## config.mk

```make
export PLATFORM = sky130hd
export DESIGN_NAME = decoder_host_driver
export DESIGN_NICKNAME = d
export VERILOG_FILES = /design/src/rtl/decoder_host_driver_pkg.sv /design/src/rtl/decoder_host_driver_byte_deserializer.sv /design/src/rtl/decoder_host_driver.sv
export SDC_FILE = /design/constraint.sdc
export NUM_CORES = 1
export LEC_CHECK = 0
export ABC_AREA = 1
export BUFFER_PORTS_ARGS = -buffer_cell sky130_fd_sc_hd__buf_2
export CORE_UTILIZATION = 53
export DETAILED_ROUTE_END_ITERATION = 10
export GPL_TIMING_DRIVEN = 0
export PLACE_DENSITY = 0.86
export SLEW_MARGIN = 15
export SYNTH_ARGS = -nofsm -noshare
export SYNTH_HDL_FRONTEND = slang
export SYNTH_HIERARCHICAL = 1
export SYNTH_SLANG_ARGS = --single-unit
```

## constraint.sdc

```tcl
create_clock -name clk -period 1.75 [get_ports clk]
set_input_delay 0.175 -clock clk [delete_from_list [all_inputs] [get_ports clk]]
set_output_delay 0.175 -clock clk [all_outputs]
set_load 0.05 [all_outputs]
```

## src/rtl/decoder_host_driver_pkg.sv

```systemverilog
// decoder_host_driver_pkg: shared link constants, driver state enum and derived-width helpers
package decoder_host_driver_pkg;

  localparam logic [7:0] MEASUREMENT_DATA_HEADER = 8'h01;
  localparam logic [7:0] START_DECODING_MSG = 8'h02;

  typedef enum logic [3:0] {
    IDLE,
    SEND_HEADER,
    LOAD_ROUND,
    SEND_ROUND,
    RECV_ITER,
    RECV_CYC_HI,
    RECV_CYC_LO,
    RECV_CORR,
    EMIT_CORR
  } state_t;

  function automatic int bytes_per_round(input int x, input int z);
    return (x * z + 7) / 8;
  endfunction

  function automatic int corr_count(input int x, input int z);
    return (x + 1) * (z + 1);
  endfunction

  function automatic int corr_bytes(input int n);
    return (n + 7) / 8;
  endfunction

endpackage

```

## src/rtl/decoder_host_driver_byte_deserializer.sv

```systemverilog
// byte_deserializer: packs LSB-first bytes into one WIDTH-bit word, extra high bits dropped
module byte_deserializer
  import decoder_host_driver_pkg::*;
#(
  parameter int WIDTH = 10
) (
  input  logic             clk,
  input  logic             reset,
  input  logic             clr,
  input  logic [7:0]       in_data,
  input  logic             in_valid,
  output logic             in_ready,
  output logic             in_last,
  output logic [WIDTH-1:0] out_data,
  output logic             out_valid,
  input  logic             out_ready
);

  localparam int NB = corr_bytes(WIDTH);
  localparam int AW = NB * 8;
  localparam int CW = $clog2(NB + 1);

  logic [AW-1:0] acc;
  logic [CW-1:0] cnt;

  assign in_ready = !out_valid;
  assign in_last = cnt == CW'(NB - 1);
  assign out_data = acc[WIDTH-1:0];

  // each byte enters at the top so the first byte ends up in the low bits
  always_ff @(posedge clk)
    if (!reset || clr) begin
      acc <= '0;
      cnt <= '0;
      out_valid <= 1'b0;
    end else begin
      if (in_valid && in_ready) begin
        acc <= AW'({in_data, acc} >> 8);
        cnt <= in_last ? '0 : cnt + 1'b1;
      end
      out_valid <= (in_valid && in_ready && in_last) || (out_valid && !out_ready);
    end

endmodule

```

## src/rtl/decoder_host_driver.sv

```systemverilog
// decoder_host_driver: serializes measurement rounds to the decoder link and parses its results; HOST_RX_TIMEOUT_EN adds an rx watchdog
module decoder_host_driver
  import decoder_host_driver_pkg::*;
#(
  parameter int GRID_WIDTH_X = 4,
  parameter int GRID_WIDTH_Z = 1,
  parameter int GRID_WIDTH_U = 3,
  parameter int NUM_CONTEXTS = 2,
  parameter int TIMEOUT_CYCLES = 65535,
  localparam int ALIGNED_PU_PER_ROUND = 8 * bytes_per_round(GRID_WIDTH_X, GRID_WIDTH_Z),
  localparam int CORRECTION_COUNT_PER_ROUND = corr_count(GRID_WIDTH_X, GRID_WIDTH_Z)
) (
  input  logic                                  clk,
  input  logic                                  reset,
  input  logic [ALIGNED_PU_PER_ROUND-1:0]       meas_data,
  input  logic                                  meas_valid,
  output logic                                  meas_ready,
  output logic [7:0]                            tx_data,
  output logic                                  tx_valid,
  input  logic                                  tx_ready,
  input  logic [7:0]                            rx_data,
  input  logic                                  rx_valid,
  output logic                                  rx_ready,
  output logic [CORRECTION_COUNT_PER_ROUND-1:0] corr_data,
  output logic                                  corr_valid,
  input  logic                                  corr_ready,
  output logic [7:0]                            iteration_count,
  output logic [15:0]                           cycle_count,
  output logic                                  stats_valid,
  output logic                                  busy,
  output logic                                  timeout_err
);

  localparam int BYTES_PER_ROUND = bytes_per_round(GRID_WIDTH_X, GRID_WIDTH_Z);
  localparam int CORR_BYTES = corr_bytes(CORRECTION_COUNT_PER_ROUND);
  localparam int PHYS_U = GRID_WIDTH_U / NUM_CONTEXTS + 1;
  localparam int TOTAL_ROUNDS = PHYS_U * NUM_CONTEXTS;
  localparam int RW = $clog2(TOTAL_ROUNDS + 1);
  localparam int BW = $clog2((BYTES_PER_ROUND > CORR_BYTES ? BYTES_PER_ROUND : CORR_BYTES) + 1);

  state_t state, next_state;
  logic [ALIGNED_PU_PER_ROUND-1:0] shift_q;
  logic [BW-1:0] byte_cnt;
  logic [RW-1:0] round_cnt, word_cnt;
  logic rx_hs, corr_in_valid, corr_in_ready, corr_last, timeout_hit;

  assign tx_valid = state == SEND_HEADER || state == SEND_ROUND;
  assign tx_data = state == SEND_HEADER ? MEASUREMENT_DATA_HEADER : shift_q[7:0];
  assign meas_ready = state == LOAD_ROUND;
  assign busy = state != IDLE;
  assign rx_hs = rx_valid && rx_ready;
  assign corr_in_valid = rx_hs && corr_in_ready && state == RECV_CORR;

  byte_deserializer #(.WIDTH(CORRECTION_COUNT_PER_ROUND)) u_corr (
    .clk(clk),
    .reset(reset),
    .clr(state == IDLE),
    .in_data(rx_data),
    .in_valid(corr_in_valid),
    .in_ready(corr_in_ready),
    .in_last(corr_last),
    .out_data(corr_data),
    .out_valid(corr_valid),
    .out_ready(corr_ready)
  );

  // frame sequencing: header, rounds back to back, then stats and correction words
  always_comb begin
    next_state = state;
    case (state)
      IDLE:        if (meas_valid) next_state = SEND_HEADER;
      SEND_HEADER: if (tx_ready) next_state = LOAD_ROUND;
      LOAD_ROUND:  if (meas_valid) next_state = SEND_ROUND;
      SEND_ROUND:
        if (tx_ready && byte_cnt == BW'(BYTES_PER_ROUND - 1))
          next_state = round_cnt == RW'(TOTAL_ROUNDS - 1) ? RECV_ITER : LOAD_ROUND;
      RECV_ITER:   if (rx_hs) next_state = RECV_CYC_HI;
      RECV_CYC_HI: if (rx_hs) next_state = RECV_CYC_LO;
      RECV_CYC_LO: if (rx_hs) next_state = RECV_CORR;
      RECV_CORR:   if (corr_in_valid && corr_last) next_state = EMIT_CORR;
      EMIT_CORR:
        if (corr_valid && corr_ready)
          next_state = word_cnt == RW'(TOTAL_ROUNDS - 1) ? IDLE : RECV_CORR;
      default:     next_state = IDLE;
    endcase
    if (timeout_hit) next_state = IDLE;
  end

  // state, round shifter, counters, registered rx_ready and latched stats
  always_ff @(posedge clk)
    if (!reset) begin
      state <= IDLE;
      shift_q <= '0;
      byte_cnt <= '0;
      round_cnt <= '0;
      word_cnt <= '0;
      rx_ready <= 1'b0;
      iteration_count <= '0;
      cycle_count <= '0;
      stats_valid <= 1'b0;
    end else begin
      state <= next_state;
      rx_ready <= next_state inside {RECV_ITER, RECV_CYC_HI, RECV_CYC_LO, RECV_CORR};
      stats_valid <= state == RECV_CYC_LO && rx_hs;
      if (state == IDLE) begin
        round_cnt <= '0;
        word_cnt <= '0;
      end
      if (meas_ready && meas_valid) begin
        shift_q <= meas_data;
        byte_cnt <= '0;
      end else if (state == SEND_ROUND && tx_ready) begin
        shift_q <= shift_q >> 8;
        byte_cnt <= byte_cnt + 1'b1;
        if (byte_cnt == BW'(BYTES_PER_ROUND - 1)) round_cnt <= round_cnt + 1'b1;
      end
      if (rx_hs && state == RECV_ITER) iteration_count <= rx_data;
      if (rx_hs && state == RECV_CYC_HI) cycle_count[15:8] <= rx_data;
      if (rx_hs && state == RECV_CYC_LO) cycle_count[7:0] <= rx_data;
      if (state == EMIT_CORR && corr_valid && corr_ready) word_cnt <= word_cnt + 1'b1;
    end

`ifdef HOST_RX_TIMEOUT_EN
  logic [31:0] wdog;
  logic recv;

  assign recv = state inside {RECV_ITER, RECV_CYC_HI, RECV_CYC_LO, RECV_CORR};
  assign timeout_hit = recv && !rx_hs && wdog == 32'(TIMEOUT_CYCLES - 1);

  // idle-link watchdog; any accepted rx byte restarts it, the error flag is sticky
  always_ff @(posedge clk)
    if (!reset) begin
      wdog <= '0;
      timeout_err <= 1'b0;
    end else begin
      wdog <= recv && !rx_hs && !timeout_hit ? wdog + 32'd1 : '0;
      timeout_err <= timeout_err || timeout_hit;
    end
`else
  logic unused_timeout;

  assign timeout_hit = 1'b0;
  assign timeout_err = 1'b0;
  assign unused_timeout = |TIMEOUT_CYCLES;
`endif

endmodule

```

Word-level counts from Yosys, hierarchy flattened:

Cells that the tools add are included.
Widths: inputs -> output; s select.

* register bits after elaboration: 65
* latch bits: 0
* memory bits (writable): 0
* bits in read-only memories: 0
* bits of input ports: 22
* output and inout port bits: 49
* memories: 0

* add/sub/neg operators: 4
* multiply operators: 0
* divide/modulo/power cells: 0
* $lt $le $gt $ge: 0
* equal/unequal tests: 15
* shift operators: 0
* multiplexer cells: 22
* bitwise operators: 1
* reduce and logical (&&, ||, !) cells: 29

Operators by type and width (count)
* $mux 4: 9
* $pmux 4 s9: 1
* $eq 4x3->1 const B: 8
* $mux 3: 8
* $mux 8: 3
* $logic_and 1x1->1: 16
* $eq 4x2->1 const B: 2
* $reduce_bool 4->1: 2
* $add 3x1->3 const B: 2
* $eq 3x2->1 const B: 2
* $add 2x1->2 const B: 2
* $eq 4x1->1 const B: 1
* $eq 4x4->1 const B: 1
* $logic_not 4->1: 1
* $reduce_bool 2->1: 2
* $logic_not 1->1: 3
* $logic_or 1x1->1: 3
* $eq 2x1->1 const B: 1
* $logic_not 2->1: 1
* $mux 2: 1
* $reduce_or 2->1: 1
* $not 1->1: 1

Longest topological paths before layout:

* word-level depth: 8
* depth in mapped cells: 9
* depth with buffers taken out: 9

Modules after synthesis:

The synthesis kept the hierarchy.

By module, submodules not included
* decoder_host_driver: instances 1, cells each 283, area an instance 2099.5 µm², seq. area each 920.9 µm²
* byte_deserializer: instances 1, cells each 98, area an instance 777.0 µm², seq. area each 380.4 µm²

Worst setup path after synthesis:

OpenSTA, ideal clock, no wires.

* path kind: register -> register
* start point: register rx_ready
* end point: register u_corr.acc[8]
* library setup time: 64 ps
* arrival: 1613 ps
* required time: 1686 ps
* slack: 74 ps
* cell stages (with the launch flop): 8
* buffers on the path: 1
* clock period less this slack: 1676 ps
* cells stage by stage: dfxtp_1 > nand3_1 > nor3_1 > inv_1 > nor2_4 > buf_6 > nor2_1 > nor2_1

* cells in the longest elaborated chain, start to end: 4

Ends and longest elaborated chain
* from (decl): RTL line decoder_host_driver.sv:23 `output logic rx_ready,`
* from (signal assigned): RTL line decoder_host_driver.sv:103 `rx_ready <= next_state inside {RECV_ITER, RECV_CYC_HI, RECV_CYC_LO, RECV_CORR};`
* $logic_and 1x1->1: RTL line decoder_host_driver.sv:51 `assign rx_hs = rx_valid && rx_ready;`
* $logic_and 1x1->1 (2 in series): RTL line decoder_host_driver.sv:52 `assign corr_in_valid = rx_hs && corr_in_ready && state == RECV_CORR;`
* net corr_in_valid: RTL line decoder_host_driver.sv:45 `logic rx_hs, corr_in_valid, corr_in_ready, corr_last, timeout_hit;`
* $logic_and 1x1->1: RTL line decoder_host_driver_byte_deserializer.sv:37 `if (in_valid && in_ready) begin`
* to (signal assigned): RTL line decoder_host_driver_byte_deserializer.sv:38 `acc <= AW'({in_data, acc} >> 8);`
* to (decl): RTL line decoder_host_driver_byte_deserializer.sv:23 `logic [AW-1:0] acc;`

The timed path passes the listed nets, and every way through them passes these cells.
A chain may end at the register's enable or synchronous reset.

Worst setup path after layout:

* start point: register state[0]
* end point: output port tx_data[0]

* cells in the longest elaborated chain, start to end: 2

Ends and longest elaborated chain
* from (decl): RTL line decoder_host_driver.sv:41 `state_t state, next_state;`
* from (signal assigned): RTL line decoder_host_driver.sv:102 `state <= next_state;`
* $eq 4x1->1: RTL line decoder_host_driver.sv:48 `assign tx_data = state == SEND_HEADER ? MEASUREMENT_DATA_HEADER : shift_q[7:0];`
* $mux 8: RTL line decoder_host_driver.sv:48
* to (decl): RTL line decoder_host_driver.sv:18 `output logic [7:0] tx_data,`

No other way between the ends.

==> impl_metrics.tcl <==
set metrics [dict create \
    hp-class "in -> reg" \
    cts-buffers-inserted 9 \
    worst_ep_required_time_ns 1.57 \
    slew_headroom 0.665 \
    leakage_nw 1.61 \
    synth_seq_cells 65 \
    grtUsageMet3 0.0595 \
    clockBufferDepth 2 \
    pwr-share-comb 0.105 \
    switching_share 0.263 \
    internal_power_mw 2.24 \
    start_util 0.556 \
    hpwl_mm 4.61 \
    crit_top_cell "inv_2" \
    antenna_cells 0 \
    switchingPower_mw 0.798 \
    worstSetupEndpointType "primary output" \
    fin_crit_ns 1.67 \
    hold_viol 0 \
    post_drt_via_cell_ratio 4.90 \
    max_freq_mhz 599 \
    critPathLaunchType "flip-flop" \
    use_met2 0.377 \
    die_y_um 75.7 \
    setup_viol 0 \
    seqPwrFrac 0.495 \
    drc 0 \
    io_pins 71 \
    wire_per_inst_um 11.8 \
    cts_tree "done" \
    rsz0062_at_grt "no" \
    post-route-period-util 0.954 \
    yosysTopAreaCell "dfxtp_1" \
    grtUsageTotal 0.232 \
    fp.coreArea_mm2 0.00517 \
    post-route-cell-area_mm2 0.00352 \
    ys.flop_type "dfxtp_1" \
    hold_buffers 0 \
    gr-max-usage-layer "met2" \
    antenna_found_initial 0 \
    core.rowCount 26 \
    syn_area_mm2 0.00288 \
    synthTopCellsByArea "dfxtp_1 (45%), nor2_1 (9.4%), inv_1 (6.8%)" \
    slowest_stage "dfxtp_2" \
    die_w_um 75.7 \
    synth_cell_types 30 \
    fin_ws_ns 0.0811 \
    crit_type "reg -> out" \
    port_buffers 69 \
    path_clk_slew_ns 0.07 \
    setup_tns_ns 0 \
    clkSinkCount 65 \
    synth_seq_area_share 0.452 \
    synth_fp_nets 408 \
    grt_max_degree 12 \
    drt_iter0_markers 110 \
    final.setup_skew_ns 0.00792 \
    worstPathArrival_ns 1.49 \
    max_stage_delay_ns 0.35 \
    h-tree-depth 3 \
    final_nets 490 \
    power_density_mw_per_mm2 861 \
    synth.most_common_cell "nor2_1" \
    synthCells 381 \
    syn_area_per_cell_um2 7.55 \
    vias 2630 \
    grt_pass1_vias 2221 \
    routabilityCongestion 0.857 \
    dr.pass1.iters 4 \
    dpl_worst_slack_ns 0.0957 \
    dieArea_mm2 0.00573 \
    antenna_left 0 \
    grt_pass1_wl_mm 9.71 \
    gr-usage-met1 0.276 \
    syn2layout_area_growth_pct 22.5 \
    synth-edff-count 0 \
    drive_gt1_frac 0.283 \
    gr-total-overflow 0 \
    outcome "completed" \
    yosysWarnings 6 \
    worstSkewPairLatency_ns 0.34 \
    synthArstFlopShare 0 \
    clock-root-buffer "clkbuf_8" \
    wl_mm 6.32 \
    crit_fanout 8 \
    crit_chain "inv_2 > nor2_4 > nand2_1 > inv_2 > or2_2 > buf_4" \
    maxCapViolations 0 \
    worst_slew_pin_slew_ns 0.503 \
    ir_worst_vdd_uv 548 \
    power_frac_clock 0.401 \
    netlist_top_cells_count "nor2_1 (72), dfxtp_1 (65), inv_1 (52), nand2_1 (42), o21ai_0 (36)" \
    synth_top_area_frac 0.452 \
    maxSlewViolCount 0 \
    place_area_mm2 0.00331 \
]
[area by class of cell]
| class | instances | area, um^2 |
|---|---|---|
| Sequential cell | 65 | 1300 |
| Tap cell | 70 | 87.6 |
| Inverter | 58 | 218 |
| Timing Repair Buffer | 71 | 363 |
| Buffer | 21 | 161 |
| Multi-Input combinational cell | 237 | 1210 |
| Fill cell | 444 | 1650 |
| Clock inverter | 5 | 56.3 |
| Clock buffer | 10 | 128 |
[layer usage]
layer,vias to the layer above,part of all wire
li1,1352,-
met2,77,0.49
met5,-,0
met4,0,0.028
met1,1181,0.43
met3,20,0.056
[through the flow]
step,std cells,hold slack [ns],total power [mW],utilization
floorplan,381,0.321,1.75,-
global placement,520,0.416,1.83,0.640
detailed placement,520,0.423,1.84,0.640
CTS,536,0.0598,3.07,0.679
global route,537,0.0808,3.15,0.681
finish,537,0.0746,3.03,0.681
[layout by cell type, fill, tap and decap left out]
cell type / count
dfxtp_1: 63
clkinvlp_4: 1
o21a_1: 1
nor2_2: 1
or2_2: 1
ha_1: 5
nor2_1: 72
clkinv_1: 1
dfxtp_2: 2
nand3_4: 2
inv_1: 51
o21ai_1: 10
nor3_2: 1
conb_1: 1
buf_2: 68
nand2_1: 42
buf_4: 14
a211oi_1: 1
clkbuf_4: 1
inv_6: 1
nand2_2: 3
clkinv_2: 2
clkbuf_8: 9
a21oi_1: 35
or2_0: 2
nand2_4: 2
nand3_2: 3
bufinv_16: 1
o21ai_2: 1
clkbuf_1: 4
nor2_4: 8
buf_6: 5
nor3_1: 1
inv_2: 6
nand4_1: 1
o21ai_0: 36
nand3_1: 8
buf_1: 1
[flip-flops by register name, indices dropped and copies added, names as in the netlist, 2 cells and up]
register         flops
cycle_count         16
u_corr/acc          16
iteration_count      8
shift_q              8
state                4
round_cnt            3
word_cnt             3
byte_cnt             2
u_corr/cnt           2
[final timing paths]
kind	cells past startpoint	end	start	slack [ns]
worst max-delay path	6	tx_data[0]	state[0]$_SDFF_PN0_	0.08
worst min-delay path	3	shift_q[4]$_SDFFE_PN0P_	meas_data[4]	0.07
worst max register to register	7	u_corr/acc[10]$_SDFFE_PP0P_	state[1]$_SDFF_PN0_	0.17
worst min register to register	2	u_corr/cnt[1]$_SDFFE_PP0P_	u_corr/cnt[1]$_SDFFE_PP0P_	0.43
[power by group through the flow]
stage	Combinational (mW)	Clock [mW]	Sequential [mW]
floorplan	0.215	0	1.53
global route	0.344	1.31	1.50
global placement	0.297	0	1.53
finish	0.317	1.22	1.50
detailed placement	0.304	0	1.53
CTS	0.312	1.25	1.50
[worst max-delay path, delay by kind of cell, from the launching register on]
kind / cells / cell delay [ns]
buffers and inverters: 3 / 0.36
flip-flops: 1 / 0.35
AND/OR/NAND/NOR: 3 / 0.42
[kinds of logic (layout without fill, tap and decap cells)]
kind of cell / count (synthesis) / in the layout / synth area share
AOI/OAI and AO/OA: 84 / 84 / 0.149
adders and majority gates: 5 / 5 / 0.0217
buffers and inverters: 79 / 165 / 0.132
DFF: 65 / 65 / 0.452
other: 1 / 1 / 0.00130
and+or+nand+nor: 147 / 147 / 0.244
[timing repair]
action / CTS / global route
gates resized for setup: 5 / 1
pin swaps: 1 / 1
endpoints found under the setup margin: 9 / 6
buffers inserted: 1 / 1
Power figures use the tool's default switching activity.
